<file path="config.mk">
export PLATFORM = sky130hd
export DESIGN_NAME = tlb_op_ctrl
export DESIGN_NICKNAME = d
export VERILOG_FILES = /design/src/rtl/tlb_op_ctrl_pkg.sv /design/src/rtl/tlb_op_ctrl.sv
export SDC_FILE = /design/constraint.sdc
export NUM_CORES = 1
export LEC_CHECK = 0
export ABC_CLOCK_PERIOD_IN_PS = 2750
export BUFFER_PORTS_ARGS = -buffer_cell sky130_fd_sc_hd__buf_2
export CAP_MARGIN = 10
export CORE_AREA = 2 2 88 73
export DETAILED_ROUTE_END_ITERATION = 7
export DIE_AREA = 0 0 90 75
export GPL_ROUTABILITY_DRIVEN = 0
export HOLD_SLACK_MARGIN = 0.05
export PLACE_DENSITY = 0.8
export RECOVER_POWER = 25
export SLEW_MARGIN = 20
export SYNTH_ARGS = -nofsm -noshare
export SYNTH_HDL_FRONTEND = slang
export SYNTH_SLANG_ARGS = --single-unit
</file>
<file path="constraint.sdc">
create_clock -name clk -period 2.75 [get_ports clk]
set_clock_uncertainty 0.2 [all_clocks]
set_input_delay 0.55 -clock clk [delete_from_list [all_inputs] [get_ports clk]]
set_output_delay 0.55 -clock clk [all_outputs]
set_load 0.005 [all_outputs]
</file>
<file path="src/rtl/tlb_op_ctrl_pkg.sv">
// Shared TLB core definitions: op codes, sequencer states and default TLB depth.
package tlb_op_ctrl_pkg;

   localparam int TLBNUM_DEF = 32;

   localparam logic [2:0] OP_SRCH = 3'd0;
   localparam logic [2:0] OP_RD   = 3'd1;
   localparam logic [2:0] OP_WR   = 3'd2;
   localparam logic [2:0] OP_FILL = 3'd3;
   localparam logic [2:0] OP_INV  = 3'd4;

   typedef enum logic [1:0] {
      ST_IDLE  = 2'd0,
      ST_DRAIN = 2'd1,
      ST_EXEC  = 2'd2,
      ST_DONE  = 2'd3
   } tlb_state_e;

endpackage

</file>
<file path="src/rtl/tlb_op_ctrl.sv">
// TLB maintenance-op sequencer: drains in-flight translations, issues one
// TLB access strobe, then reports completion (and TLBIDX write-back for SRCH).
//
// state    | meaning
// ---------+---------------------------------------------------------
// ST_IDLE  | ready for a new op, translations allowed
// ST_DRAIN | op captured, stalling translations until trans_idle
// ST_EXEC  | single cycle issuing the op's TLB strobe
// ST_DONE  | done pulse, TLBIDX write-back for SRCH
module tlb_op_ctrl
   import tlb_op_ctrl_pkg::*;
#(
   parameter int TLBNUM = TLBNUM_DEF,
   localparam int IW = $clog2(TLBNUM)
) (
   input  logic          clk,
   input  logic          resetn,
   input  logic          op_valid,
   output logic          op_ready,
   input  logic [2:0]    op_code,
   input  logic [4:0]    inv_op,
   input  logic [9:0]    inv_asid,
   input  logic [18:0]   inv_vpn,
   input  logic [31:0]   csr_tlbehi,
   input  logic [IW-1:0] csr_tlbidx_index,
   input  logic          trans_idle,
   output logic          trans_stall,
   output logic          srch_valid,
   output logic [18:0]   srch_vppn,
   input  logic          srch_found,
   input  logic [IW-1:0] srch_index,
   output logic          tlb_wen,
   output logic [IW-1:0] tlb_windex,
   output logic          tlbinv_en,
   output logic [4:0]    tlbinv_op,
   output logic [9:0]    tlbinv_asid,
   output logic [18:0]   tlbinv_vpn,
   output logic          rd_we,
   output logic          csr_idx_we,
   output logic          csr_idx_ne,
   output logic [IW-1:0] csr_idx_index,
   output logic          done
);

   tlb_state_e    r_state;
   tlb_state_e    w_next;
   logic [IW-1:0] r_fill_cnt;
   logic [2:0]    r_op;
   logic [4:0]    r_inv_op;
   logic [9:0]    r_inv_asid;
   logic [18:0]   r_inv_vpn;
   logic          r_found;
   logic [IW-1:0] r_found_idx;
   logic          w_accept;
   logic          w_unused_ok;

   // low TLBEHI bits carry no VPPN information
   assign w_unused_ok = &{1'b0, csr_tlbehi[12:0]};

   // op_ready is held low while reset is asserted even though state is IDLE
   assign w_accept = op_valid && op_ready;

   // state register
   always_ff @(posedge clk or negedge resetn) begin
      if (!resetn) r_state <= ST_IDLE;
      else         r_state <= w_next;
   end

   // free-running fill index, wraps at TLBNUM-1 for non-power-of-two depths
   always_ff @(posedge clk or negedge resetn) begin
      if (!resetn)                              r_fill_cnt <= '0;
      else if (r_fill_cnt == IW'(TLBNUM - 1))   r_fill_cnt <= '0;
      else                                      r_fill_cnt <= r_fill_cnt + IW'(1);
   end

   // capture op fields at accept and search result during EXEC
   always_ff @(posedge clk or negedge resetn) begin
      if (!resetn) begin
         r_op        <= '0;
         r_inv_op    <= '0;
         r_inv_asid  <= '0;
         r_inv_vpn   <= '0;
         r_found     <= 1'b0;
         r_found_idx <= '0;
      end else begin
         if (w_accept) begin
            r_op       <= op_code;
            r_inv_op   <= inv_op;
            r_inv_asid <= inv_asid;
            r_inv_vpn  <= inv_vpn;
         end
         if (r_state == ST_EXEC && r_op == OP_SRCH) begin
            r_found     <= srch_found;
            r_found_idx <= srch_index;
         end
      end
   end

   // next-state and Moore outputs; data outputs stay 0 unless their strobe is set
   always_comb begin
      w_next        = r_state;
      op_ready      = 1'b0;
      trans_stall   = 1'b0;
      srch_valid    = 1'b0;
      srch_vppn     = '0;
      tlb_wen       = 1'b0;
      tlb_windex    = '0;
      tlbinv_en     = 1'b0;
      tlbinv_op     = '0;
      tlbinv_asid   = '0;
      tlbinv_vpn    = '0;
      rd_we         = 1'b0;
      csr_idx_we    = 1'b0;
      csr_idx_ne    = 1'b0;
      csr_idx_index = '0;
      done          = 1'b0;
      case (r_state)
         ST_IDLE: begin
            op_ready = resetn;
            if (op_valid && resetn) w_next = ST_DRAIN;
         end
         ST_DRAIN: begin
            trans_stall = 1'b1;
            if (trans_idle) w_next = ST_EXEC;
         end
         ST_EXEC: begin
            trans_stall = 1'b1;
            w_next      = ST_DONE;
            case (r_op)
               OP_SRCH: begin
                  srch_valid = 1'b1;
                  srch_vppn  = csr_tlbehi[31:13];
               end
               OP_RD: rd_we = 1'b1;
               OP_WR: begin
                  tlb_wen    = 1'b1;
                  tlb_windex = csr_tlbidx_index;
               end
               OP_FILL: begin
                  tlb_wen    = 1'b1;
                  tlb_windex = r_fill_cnt;
               end
               OP_INV: begin
                  tlbinv_en   = 1'b1;
                  tlbinv_op   = r_inv_op;
                  tlbinv_asid = r_inv_asid;
                  tlbinv_vpn  = r_inv_vpn;
               end
               default: ;
            endcase
         end
         ST_DONE: begin
            trans_stall = 1'b1;
            done        = 1'b1;
            w_next      = ST_IDLE;
            if (r_op == OP_SRCH) begin
               csr_idx_we    = 1'b1;
               csr_idx_ne    = !r_found;
               csr_idx_index = r_found ? r_found_idx : '0;
            end
         end
         default: w_next = ST_IDLE;
      endcase
   end

endmodule

</file>
==> metrics.md <==
| Metric | Value |
|---|---|
| Hold Fails Final Rpt | 0 |
| Die Ht | 75 µm |
| Initial Util | 0.426 |
| Worst hold path startpoint | inv_op[4] |
| Die area | between 0.006 and 0.007 mm² |
| ANT nets after route | 0 |
| Hold Path Class | in2reg |
| PortBufs | 142 |
| Routing usage on met2 | 0.317 |
| Synth Area in Simple Gates | 0.204 |
| HPWL Detailed | 4440 µm |
| R2r startpoint | r_state[0] |
| Total grt overflow | 0 |
| CTS root buf | clkbuf_8 |
| H-tree levels | 2 |
| Worst-Skew Late Latency | 290 ps |
| Max stage delay on crit path | 410 ps |
| Worst slack at placement | ~400 ps |
| Req. time, crit path | about 2000 ps |
| Cts repair resizes | 0 |
| Post-Route WL | 5780 µm |
| DIE WIDTH | 90 µm |
| Synth Area in Compound Gates | 0.00202 |
| Layout cells sized above 1 | 0.579 |
| DRC Markers | 0 |
| Clock buffer depth | 2 |
| Final Net Count | 439 |
| Syn-to-layout area delta | 36.5% |
| Vias in the first global route | 1961 |
| Status | complete, no violations |
| Worst Setup SP | r_state[0] |
| Clock-pin slew on the worst setup and hold paths | approximately 90 ps |
| First-pass GRT wire length | around 9300 µm |
| Vias post-DR | between 1500 and 2000 |
| Peak supply drop | 0.440 mV |
| Mux cell area share after synthesis | 0.224 |
| Syn. warnings | 0 |
| Max FO, Critical Path | 23 |
| Crit path max-delay family | buffers and inverters |
| Fin crit share | 0.937 |
| Synth Area per Inst | between 10 and 15 µm² |
| CP Capture Type | output port |
| Initial antenna violation count | 0 |
| CP max-delay cell | dfrtp_1 |
| Post-route setup TNS | 0 ps |
| Antenna Cells | 0 |
| Tot Pwr | ~0.0026 W |
| WS Path Type | reg2out |
| GR Layer Usage met3 | 0.0691 |
| I/O pin count | 156 |
| Distinct cells, synth | 23 |
| Largest net degree at the start of global routing | 51 |
| Gr busiest metal | met2 |
| Worst Path Buf+Inv | 3 |
| Max-cap violations | 0 |
| Vias per inst | ~4.6 |
| Rel. slew slack | 0.179 |
| DR pass1 iterations | 4 |
| Synthesized cell area | 0.00248 mm² |
| Register area share after synthesis | 0.504 |
| Fmax | 388 MHz |
| Setup violation total in the final timing report | 0 |
| Xor-xnor portion of the synthesized cell area | 0.00706 |
| Adder-Cell Fraction of Synth Area | 0.0353 |
| Post-Route Utilization | 0.582 |
| Post-CTS setup buffer count | 0 |
| Row cnt | 25 |
| Final worst slack | between 150 and 200 ps |
| Hold_buf cts | 0 |
| PD cells | 776 mW/mm² |
| RSZ-0062 raised after global routing | false |
| Leak Pwr | roughly 1.9 nW |
| Startpoint types | flop |
| CTS sink cnt | 50 |
| Core area | 0.00582 mm² |
| Syn_nets | 294 |
| Synthesis-stage register bit count | 50 |
| Main combinational cell family by area after synthesis | multiplexers |
| CTS tree | done |
| Gate Count Post-Synth | 203 |
| CP cell instances | inv_1 -> ha_2 -> nand2_1 -> nor3_4 -> buf_6 -> and2_1 -> buf_2 |
| Total GRT Usage | 0.175 |
| Final Max Slew Viols | 0 |
| 1st-iter DRT viols | 83 |
| Min cycle time layout | 2580 ps |
| Worst-Margin Slew | 1230 ps |
| Arr. time, crit path | 1830 ps |
| DR WL/cell | 13.4 µm |
| Grt met1 use | 0.199 |
| CTS Buf Count | 5 |
==> logic make-up after synthesis <==
| logic type | after synthesis |
|---|---|
| AND/OR/NAND/NOR | 80 |
| multiplexers | 50 |
| flip-flops | 50 |
| buffers and inverters | 13 |
| adder cells (fa/ha/maj) | 7 |
| XOR/XNOR | 2 |
| AO/OA/AOI/OAI | 1 |
==> cells in the mapped netlist, drive strengths merged <==
master	instances	area (µm²)
clkbuf	3	12.5
and2	54	338
mux2	44	495
nor2b	2	12.5
mux2i	6	60.1
nand3	1	5.00
nor4b	2	38.8
xnor2	1	8.76
nor3	1	10.0
xor2	1	8.76
inv	4	15.0
and3	6	37.5
buf	6	30.0
ha	7	87.6
nand2	3	13.8
nand3b	1	7.51
nor2	9	33.8
nor4bb	1	10.0
dfrtp	50	1250
a21oi	1	5.00
==> area by class of cell <==
cell class | count | area [µm²]
well taps | 81 | 101
repair buffers | 147 | 752
inverters | 4 | 15.0
flip-flops and latches | 50 | 1250
multi-input cells | 140 | 1180
fillers | 505 | 2430
clock inverters | 2 | 13.8
clock buffers | 6 | 72.6
==> report_power, final <==
group / internal, W / leakage, nW / switching (W) / total, W
logic: 0.000564 / 1.24 / 0.000354 / 0.000918
clock network: 0.000180 / 0.0452 / 0.000243 / 0.000424
registers: 0.00107 / 0.598 / 0.000218 / 0.00129
total: 0.00181 / 1.88 / 0.000815 / 0.00263
==> metrics by stage <==
step / hold slack [ps] / instance area, µm² / cells
finish: 274 / 3390 / 430
floorplan: 54.4 / 2480 / 203
CTS: 247 / 3370 / 430
global placement: 279 / 3290 / 422
global route: 252 / 3390 / 430
detailed placement: 284 / 3290 / 422
==> path summary, 6_finish.rpt <==
kind,endpoint,slack (ps),cells after the start
hold / removal,r_inv_op[4],270,2
setup / recovery,tlbinv_vpn[6],170,7
max in group asynchronous,r_inv_asid[1],1000,2
min in group asynchronous,r_state[0],590,2
setup reg to reg,r_inv_asid[3],680,6
hold reg to reg,r_inv_asid[0],300,1
==> worst register-to-register path: stages (launching register included) <==
cell and delay (ps):
dfrtp_1 380, inv_1 100, ha_1 210, and2_1 160, nand2_2 60, buf_4 400
mux2_2 430
==> flip-flops by register name, summed over array words and instances, names as in the netlist <==
signal / cells
r_fill_cnt: 5
r_found: 1
r_found_idx: 5
r_inv_asid: 10
r_inv_op: 5
r_inv_vpn: 19
r_op: 3
r_state: 2
==> layout by cell type, fill, tap and decap left out, types with 2 or more instances in the layout <==
| cell | n |
|---|---|
| buf_2 | 141 |
| and2_1 | 54 |
| dfrtp_1 | 50 |
| mux2_2 | 44 |
| nor2_1 | 9 |
| mux2i_1 | 6 |
| and3_1 | 6 |
| ha_1 | 6 |
| clkbuf_8 | 5 |
| inv_1 | 4 |
| nand2_1 | 2 |
| nor2b_1 | 2 |
| clkbuf_1 | 2 |
| buf_4 | 2 |
| buf_6 | 2 |
==> per-layer routing <==
metal / part of all wire / routed length [µm]
met5: 0 / 0
met1: 0.39 / 2280
met2: 0.49 / 2850
met3: 0.10 / 606
met4: 0.0081 / 47
Note: power is estimated with default switching activity, not from simulation.
